<file path="src/rtl/fetch_queue_unit.sv">
// Fetch stage: owns the fetch PC, reads instruction memory and queues {pc, instr} pairs
// for decode behind a valid/ready handshake; execute redirects flush the queue.
module fetch_queue_unit #(
    parameter int unsigned            DATA_WIDTH = 32,
    parameter int unsigned            ADDR_WIDTH = 32,
    parameter int unsigned            DEPTH      = 4,
    parameter logic [ADDR_WIDTH-1:0]  RESET_PC   = '0,
    parameter int unsigned            PC_STEP    = 4
) (
    input  logic                       i_clk,
    input  logic                       i_rst,
    output logic [ADDR_WIDTH-1:0]      o_imem_addr,
    output logic                       o_imem_en,
    input  logic [DATA_WIDTH-1:0]      i_imem_rdata,
    input  logic                       i_redirect_valid,
    input  logic [ADDR_WIDTH-1:0]      i_redirect_target,
    output logic                       o_out_valid,
    input  logic                       i_out_ready,
    output logic [ADDR_WIDTH-1:0]      o_out_pc,
    output logic [ADDR_WIDTH-1:0]      o_out_pc_plus,
    output logic [DATA_WIDTH-1:0]      o_out_instr,
    output logic [$clog2(DEPTH):0]     o_count,
    output logic                       o_misalign
);

    localparam int unsigned PTR_W = $clog2(DEPTH);
    localparam int unsigned CNT_W = PTR_W + 1;

    logic [ADDR_WIDTH-1:0] r_pc_mem    [DEPTH];
    logic [DATA_WIDTH-1:0] r_instr_mem [DEPTH];
    logic [ADDR_WIDTH-1:0] r_fetch_pc;
    logic [PTR_W-1:0]      r_wr_ptr;
    logic [PTR_W-1:0]      r_rd_ptr;
    logic [CNT_W-1:0]      r_count;
    logic                  r_misalign;

    logic                  w_full;
    logic                  w_pop;
    logic                  w_write;
    logic [ADDR_WIDTH-1:0] w_head_pc;

    assign w_full  = (r_count == CNT_W'(DEPTH));
    assign w_pop   = (r_count != '0) & i_out_ready & ~i_redirect_valid;
    // A full queue may still accept a fetch when the head leaves in the same cycle.
    assign w_write = ~i_redirect_valid & (~w_full | w_pop);

    always_ff @(posedge i_clk or negedge i_rst) begin
        if (!i_rst) begin
            r_fetch_pc <= RESET_PC;
            r_wr_ptr   <= '0;
            r_rd_ptr   <= '0;
            r_count    <= '0;
            r_misalign <= 1'b0;
        end else if (i_redirect_valid) begin
            r_fetch_pc <= {i_redirect_target[ADDR_WIDTH-1:2], 2'b00};
            r_wr_ptr   <= '0;
            r_rd_ptr   <= '0;
            r_count    <= '0;
            r_misalign <= |i_redirect_target[1:0];
        end else begin
            r_misalign <= 1'b0;
            if (w_write) begin
                r_wr_ptr   <= r_wr_ptr + PTR_W'(1);
                r_fetch_pc <= r_fetch_pc + ADDR_WIDTH'(PC_STEP);
            end
            if (w_pop) begin
                r_rd_ptr <= r_rd_ptr + PTR_W'(1);
            end
            unique case ({w_write, w_pop})
                2'b10:   r_count <= r_count + CNT_W'(1);
                2'b01:   r_count <= r_count - CNT_W'(1);
                default: r_count <= r_count;
            endcase
        end
    end

    always_ff @(posedge i_clk) begin
        if (w_write) begin
            r_pc_mem[r_wr_ptr]    <= r_fetch_pc;
            r_instr_mem[r_wr_ptr] <= i_imem_rdata;
        end
    end

    assign w_head_pc     = r_pc_mem[r_rd_ptr];
    assign o_imem_addr   = r_fetch_pc;
    assign o_imem_en     = w_write;
    assign o_out_valid   = (r_count != '0);
    assign o_count       = r_count;
    assign o_misalign    = r_misalign;
    assign o_out_pc      = i_rst ? w_head_pc : '0;
    assign o_out_pc_plus = i_rst ? (w_head_pc + ADDR_WIDTH'(PC_STEP)) : '0;
    assign o_out_instr   = i_rst ? r_instr_mem[r_rd_ptr] : '0;

endmodule

</file>
<file path="config.mk">
export PLATFORM = sky130hd
export DESIGN_NAME = fetch_queue_unit
export DESIGN_NICKNAME = d
export VERILOG_FILES = /design/src/rtl/fetch_queue_unit.sv
export SDC_FILE = /design/constraint.sdc
export NUM_CORES = 1
export LEC_CHECK = 0
export BUFFER_PORTS_ARGS = -buffer_cell sky130_fd_sc_hd__buf_4
export CORE_MARGIN = 2
export CORE_UTILIZATION = 57
export CTS_CLUSTER_SIZE = 14
export DETAILED_ROUTE_END_ITERATION = 10
export PLACE_DENSITY_LB_ADDON = 0.12
export SYNTH_ARGS = -nofsm -noshare
export SYNTH_HDL_FRONTEND = slang
export SYNTH_SLANG_ARGS = --single-unit
</file>
<file path="constraint.sdc">
create_clock -name i_clk -period 4.2 [get_ports i_clk]
set_input_delay 1.26 -clock i_clk [delete_from_list [all_inputs] [get_ports i_clk]]
set_output_delay 1.26 -clock i_clk [all_outputs]
set_load 0.1 [all_outputs]
</file>
==> results of run 1 <==
cells in the final DEF (no fill, tap or decap), types with 5 or more instances in the layout:
cell type  count
dfrtp_1       36
edfxtp_1     248
nor2_1        27
inv_1         12
clkinv_2       5
nand3_1       23
nor3_4         5
nand2_1       48
o21ai_0       30
mux2i_1        6
buf_12        28
or4_4          5
nor2_2        10
and4_1         5
mux4_2        59
clkinv_1       6
nor3_1         6
ha_1           5
buf_6          8
xor2_1        16
mux2_4         8
buf_4        223
nand4_1       11
xnor2_1       24
conb_1         7
clkbuf_16     28
nor4_1        11
and2_1        60
a21oi_4        6
cell type report:
cell class / instances / area (um2) / share of cell area [%]
Clock buffer: 35 / 757 / 4.63
Timing Repair Buffer: 264 / 2420 / 14.8
Sequential cell: 286 / 8400 / 51.4
Tap cell: 280 / 350 / 2.14
Clock inverter: 16 / 140 / 0.856
Inverter: 12 / 45.0 / 0.275
Multi-Input combinational cell: 448 / 4250 / 26.0
final timing paths:
path / endpoint / slack, ns / cells after the start
min reg2reg: r_pc_mem[0][30] / 0.64 / 0
max reg2reg: r_pc_mem[2][29] / 1.68 / 5
min: r_pc_mem[0][30] / 0.64 / 0
max: o_out_pc_plus[31] / -0.27 / 7
max in group asynchronous: o_imem_addr[20] / 2.97 / 3
min in group asynchronous: o_imem_addr[8] / 0.72 / 2
metrics by stage:
stage | std cells | setup TNS [ns] | util (%)
after floorplan | 789 | -1.05 | -
after global placement | 1268 | 0 | 67.7
after detailed placement | 1268 | 0 | 67.7
after CTS | 1336 | -2.88 | 75.0
after global routing | 1341 | -5.26 | 75.7
final | 1341 | -3.48 | 75.7
routing by layer:
metal / vias to the layer above / share of wire [%] / GRT usage [%]
met5: - / 0 / 0
li1: 3519 / - / -
met1: 4024 / 43 / 37.1
met4: 0 / 1.2 / 4.94
met2: 324 / 49 / 41.0
met3: 29 / 6.8 / 4.36
registers in the layout (all words and copies together) (netlist names):
signal	cells
r_wr_ptr	2
r_rd_ptr	2
r_instr_mem	128
o_imem_addr	30
o_misalign	1
o_count	3
r_pc_mem	120
critical path: stages (launching register included):
cell	delay, ns
dfrtp_4	0.54
buf_12	0.17
mux4_1	0.44
nand2_2	0.09
or3_4	0.39
or4_4	0.55
mux2_4	0.33
buf_12	0.17
logic make-up after synthesis:
group | after synthesis | share of synthesized area (%)
flip-flops | 286 | 67.4
XOR/XNOR | 40 | 2.81
buffers and inverters | 55 | 2.15
adder cells (fa/ha/maj) | 7 | 0.763
AO/OA/AOI/OAI | 61 | 2.85
multiplexers | 76 | 12.7
AND/OR/NAND/NOR | 257 | 11.3
other | 1 | 0.0301
power by group through the flow:
stage	clock network (mW)	logic [mW]	registers (mW)
after floorplan	0	3.34	4.04
after global placement	0	4.68	3.83
after detailed placement	0	4.71	3.85
after CTS	2.43	5.17	3.76
after global routing	2.54	5.44	3.80
final	2.40	5.24	3.77
what timing repair did:
action | 4_1_cts | 5_1_grt
resized for setup | 123 | 23
setup endpoints to repair | 25 | 25
pin swaps | 17 | 6
gates cloned | 1 | 0
setup buffers | 17 | 5
==> flow_metrics.env, run 1 <==
export IMPL_status="finished, violations left"
export IMPL_violations="negative setup slack"
export IMPL_cts_hold_buffers=0
export IMPL_cp_arrival_ns=3.21
export IMPL_ir_drop_mv=0.477
export IMPL_period_share_pct=106
export IMPL_cts_root_buf="clkbuf_16"
export IMPL_drt_total_wl_mm=29.7
export IMPL_first_pass_iters=5
export IMPL_grt_max_degree=72
export IMPL_worstHoldPathType="reg -> reg"
export IMPL_synth_distinct_cells=56
export IMPL_combPwrFrac_pct=45.9
export IMPL_dpl_instance_area_mm2=0.0146
export IMPL_grt_pass1_wl_mm=45.8
export IMPL_ios=202
export IMPL_pwr_share_clk_pct=21.1
export IMPL_syn2layout_area_growth_pct=31.3
export IMPL_gr_total_overflow=0
export IMPL_power_density_mw_per_mm2=697
export IMPL_critPathMaxFanout=6
export IMPL_clkSlewWorstSetupHoldPaths_ns=0.06
export IMPL_cp_start_kind="flip-flop"
export IMPL_async_flop_share_pct=13.3
export IMPL_drive_gt1_share_pct=41.8
export IMPL_report_final_slew_viol_count=0
export IMPL_power_mw=11.4
export IMPL_synth_main_ff_cell="edfxtp_1"
export IMPL_drc=0
export IMPL_finalNetCount=1115
export IMPL_die_area_mm2=0.0231
export IMPL_worst_slack_ns=-0.270
export IMPL_h_tree_depth=1
export IMPL_clock_fmax_mhz=224
export IMPL_initial_core_util_pct=57.6
export IMPL_synth_area_leaders="edfxtp_1, mux4_2, dfrtp_1, and2_1, mux4_1"
export IMPL_n_antenna_cell=0
export IMPL_reg2reg_from="o_count[0]"
export IMPL_cts_tree="done"
export IMPL_grt_usage_pct=25.3
export IMPL_drt_iter0_drc=692
export IMPL_place_ws_ns=0.0711
export IMPL_synth_cell_area_mm2=0.0125
export IMPL_antenna_left=0
export IMPL_yosys_area_top_type="edfxtp_1"
export IMPL_numCtsBuffers=28
export IMPL_slew_headroom_pct=45.0
export IMPL_clock_latency_ns=0.56
export IMPL_fin_skew_ns=0.0204
export IMPL_end_kind="primary output"
export IMPL_max_cap_violations=0
export IMPL_yosys_top_cells_count="edfxtp_1, and2_1, mux4_2"
export IMPL_yosys_warnings=0
export IMPL_p_leak_nw=5.98
export IMPL_vias=7896
export IMPL_core_area_mm2=0.0216
export IMPL_cp_startpoint="r_rd_ptr[0]"
export IMPL_switching_share_pct=42.4
export IMPL_cts_buffer_depth=3
export IMPL_via_per_inst=5.89
export IMPL_wl_per_cell_um=22.1
export IMPL_synthCells=783
export IMPL_fillers=1311
export IMPL_numPortBuffers=195
export IMPL_p_switching_mw=4.84
export IMPL_grt_pass1_vias=7970
export IMPL_gp_routability_congestion=0.886
export IMPL_fp_dieH_um=152
export IMPL_synth_top_area_share_pct=59.8
export IMPL_internal_power_mw=6.57
export IMPL_hpwl_mm=18.8
export IMPL_rsz0062_at_grt="true"
export IMPL_p_seq_share_pct=33.0
export IMPL_setup_violations=19
export IMPL_synth_most_common_cell="edfxtp_1"
export IMPL_worst_pin_slew_ns=0.818
export IMPL_min_from="o_imem_addr[30]"
export IMPL_fin_area_mm2=0.0164
export IMPL_syn_area_per_cell_um2=15.9
export IMPL_critPathKind="reg -> out"
export IMPL_synth_edf_count=248
export IMPL_hold_slack_ns=0.637
export IMPL_cts_sinks=286
export IMPL_rows=54
export IMPL_ys_ff_latch=286
export IMPL_antenna_found_initial=0
export IMPL_worstPathRequired_ns=2.94
export IMPL_period_needed_ns=4.47
export IMPL_die_w_um=152
export IMPL_seq_area_frac_synth_pct=67.4
export IMPL_hold_violations=0
Power figures use the tool's default switching activity.
==> run 2, diff against run 1 <==
Settings changed: CORE_UTILIZATION 57 to 45, HOLD_SLACK_MARGIN set to 0.08.
==> run 2 against run 1 <==
The flow still finishes with violations (negative setup slack). Combinational power is 4.4% lower. Sequential share of layout area is 0.61 points higher. Wire length increased by 2.9%. Register-to-register slack barely moved. Non-clock buffer count shrank 7. Die area is 26% higher. Highest routed layer unchanged.
==> flow_metrics.env, run 2 (synthesized netlist as in run 1, its figures left out) <==
export IMPL_ir_drop_mv=0.529
export IMPL_layout_commonest_cell="edfxtp_1"
export IMPL_wirelength_met1_mm=13.6
export IMPL_syn2layout_area_growth_pct=29.8
export IMPL_violations="negative setup slack"
export IMPL_final_cell_mix="edfxtp_1, buf_4, and2_1, mux4_2, nand2_1"
export IMPL_fillers=2102
export IMPL_reg2reg_slack_ns=1.69
export IMPL_clock_latency_ns=0.55
export IMPL_dpl_instance_area_mm2=0.0148
export IMPL_cp_arrival_ns=3.31
export IMPL_die_area_mm2=0.0290
export IMPL_numPortBuffers=195
export IMPL_numCtsBuffers=29
export IMPL_hold_violations=0
export IMPL_end_kind="primary output"
export IMPL_p_leak_nw=5.83
export IMPL_drt_total_wl_mm=30.6
export IMPL_grt_pass1_vias=7848
export IMPL_fin_area_mm2=0.0162
export IMPL_cts_root_buf="clkbuf_16"
export IMPL_status="finished, violations left"
export IMPL_hpwl_mm=20.4
export IMPL_top_layer="met4"
export IMPL_critPathKind="reg -> out"
export IMPL_antenna_found_initial=0
export IMPL_regMostFlops="r_instr_mem"
export IMPL_first_pass_iters=5
export IMPL_clock_fmax_mhz=219
export IMPL_wl_per_cell_um=21.4
export IMPL_cp_start_kind="flip-flop"
export IMPL_clkSlewWorstSetupHoldPaths_ns=0.06
export IMPL_via_per_inst=5.41
export IMPL_initial_core_util_pct=46.0
export IMPL_cts_hold_buffers=0
export IMPL_gr_total_overflow=0
export IMPL_core_area_mm2=0.0271
export IMPL_gp_routability_congestion=0.834
export IMPL_worst_pin_slew_ns=0.764
export IMPL_cts_tree="done"
export IMPL_power_density_mw_per_mm2=709
export IMPL_fp_dieH_um=170
export IMPL_cts_buffer_depth=3
export IMPL_grt_usage_pct=21.0
export IMPL_largest_reg_flops=128
export IMPL_setup_violations=23
export IMPL_slew_headroom_pct=48.6
export IMPL_period_needed_ns=4.57
export IMPL_critPathMaxFanout=7
export IMPL_grt_pass1_wl_mm=46.0
export IMPL_cts_sinks=286
export IMPL_antenna_left=0
export IMPL_drt_iter0_drc=535
export IMPL_vias=7736
export IMPL_n_antenna_cell=0
export IMPL_fin_skew_ns=0.00694
export IMPL_rows=60
export IMPL_period_share_pct=109
export IMPL_drive_gt1_share_pct=40.7
export IMPL_worst_slack_ns=-0.370
export IMPL_wl_met2_mm=14.6
export IMPL_drc=0
export IMPL_worstHoldPathType="in -> async"
export IMPL_h_tree_depth=1
export IMPL_grt_max_degree=72
export IMPL_wl_met3_mm=1.96
export IMPL_max_cap_violations=0
export IMPL_report_final_slew_viol_count=0
export IMPL_rsz0062_at_grt="true"
export IMPL_hold_slack_ns=0.533
export IMPL_worstPathRequired_ns=2.94
export IMPL_die_w_um=170
export IMPL_finalNetCount=1110
export IMPL_ios=202
## run 2: changes by cell type in the layout (fill, tap and decap cells not counted), moves of 5 or more
cell	delta
clkinv_2	+5
buf_4	+10
mux2_4	-7
buf_12	-12
## run 2: timing repair
| item | in CTS | in global routing |
|---|---|---|
| hold endpoints to repair | 0 | 0 |
| gates cloned | 1 | 0 |
| pin swaps | 3 | 4 |
| resized for setup | 58 | 18 |
| endpoints found under the setup margin | 25 | 25 |
| setup buffers | 3 | 1 |
## run 2: final timing paths
path | start | endpoint | depth (start not counted)
min in group i_clk | o_imem_addr[25] | r_pc_mem[0][25] | 0
max in group asynchronous | i_rst | r_rd_ptr[0] | 2
hold reg to reg | o_imem_addr[25] | r_pc_mem[0][25] | 0
setup / recovery | r_rd_ptr[0] | o_out_pc_plus[31] | 7
hold / removal | i_rst | o_imem_addr[13] | 1
setup reg to reg | o_count[0] | r_pc_mem[3][15] | 5
## run 2: stage by stage
stage          setup TNS, ns  setup slack [ns]  util [%]  std cells  power (mW)
5_1_grt                -6.63            -0.446      59.7       1430        11.9
3_3_place_gp               0            0.0237      54.8       1371        8.63
6_report               -4.06            -0.370      59.7       1430        11.5
3_5_place_dp               0            0.0167      54.8       1371        8.65
4_1_cts                -4.60            -0.360      59.3       1429        11.5
2_1_floorplan          -1.05            -0.209         -        789        7.38
## run 2: layout make-up
cell class / instances / area, um2 / share of cell area, %
Inverter: 12 / 45.0 / 0.279
Clock buffer: 33 / 761 / 4.70
Timing Repair Buffer: 257 / 2170 / 13.4
Clock inverter: 21 / 251 / 1.56
Tap cell: 372 / 465 / 2.88
Sequential cell: 286 / 8400 / 52.0
Multi-Input combinational cell: 449 / 4070 / 25.2
## run 2: power breakdown
| group | internal (mW) | total [mW] | switching, mW |
|---|---|---|---|
| combinational | 1.50 | 5.01 | 3.51 |
| clock | 1.61 | 2.68 | 1.07 |
| sequential | 3.55 | 3.76 | 0.218 |
## run 2: worst max-delay path: stages, from the launching register on
cell	delay, ns
dfrtp_4	0.56
buf_6	0.18
mux4_2	0.35
nand4_1	0.18
or3_4	0.46
or4_4	0.54
mux2_2	0.31
buf_8	0.18
## run 2: layer usage
layer  vias to the layer above  GRT usage [%]
li1                       3514              -
met1                      3917           30.7
met2                       268           33.6
met3                        37           3.23
met4                         0           4.98
met5                         -              0
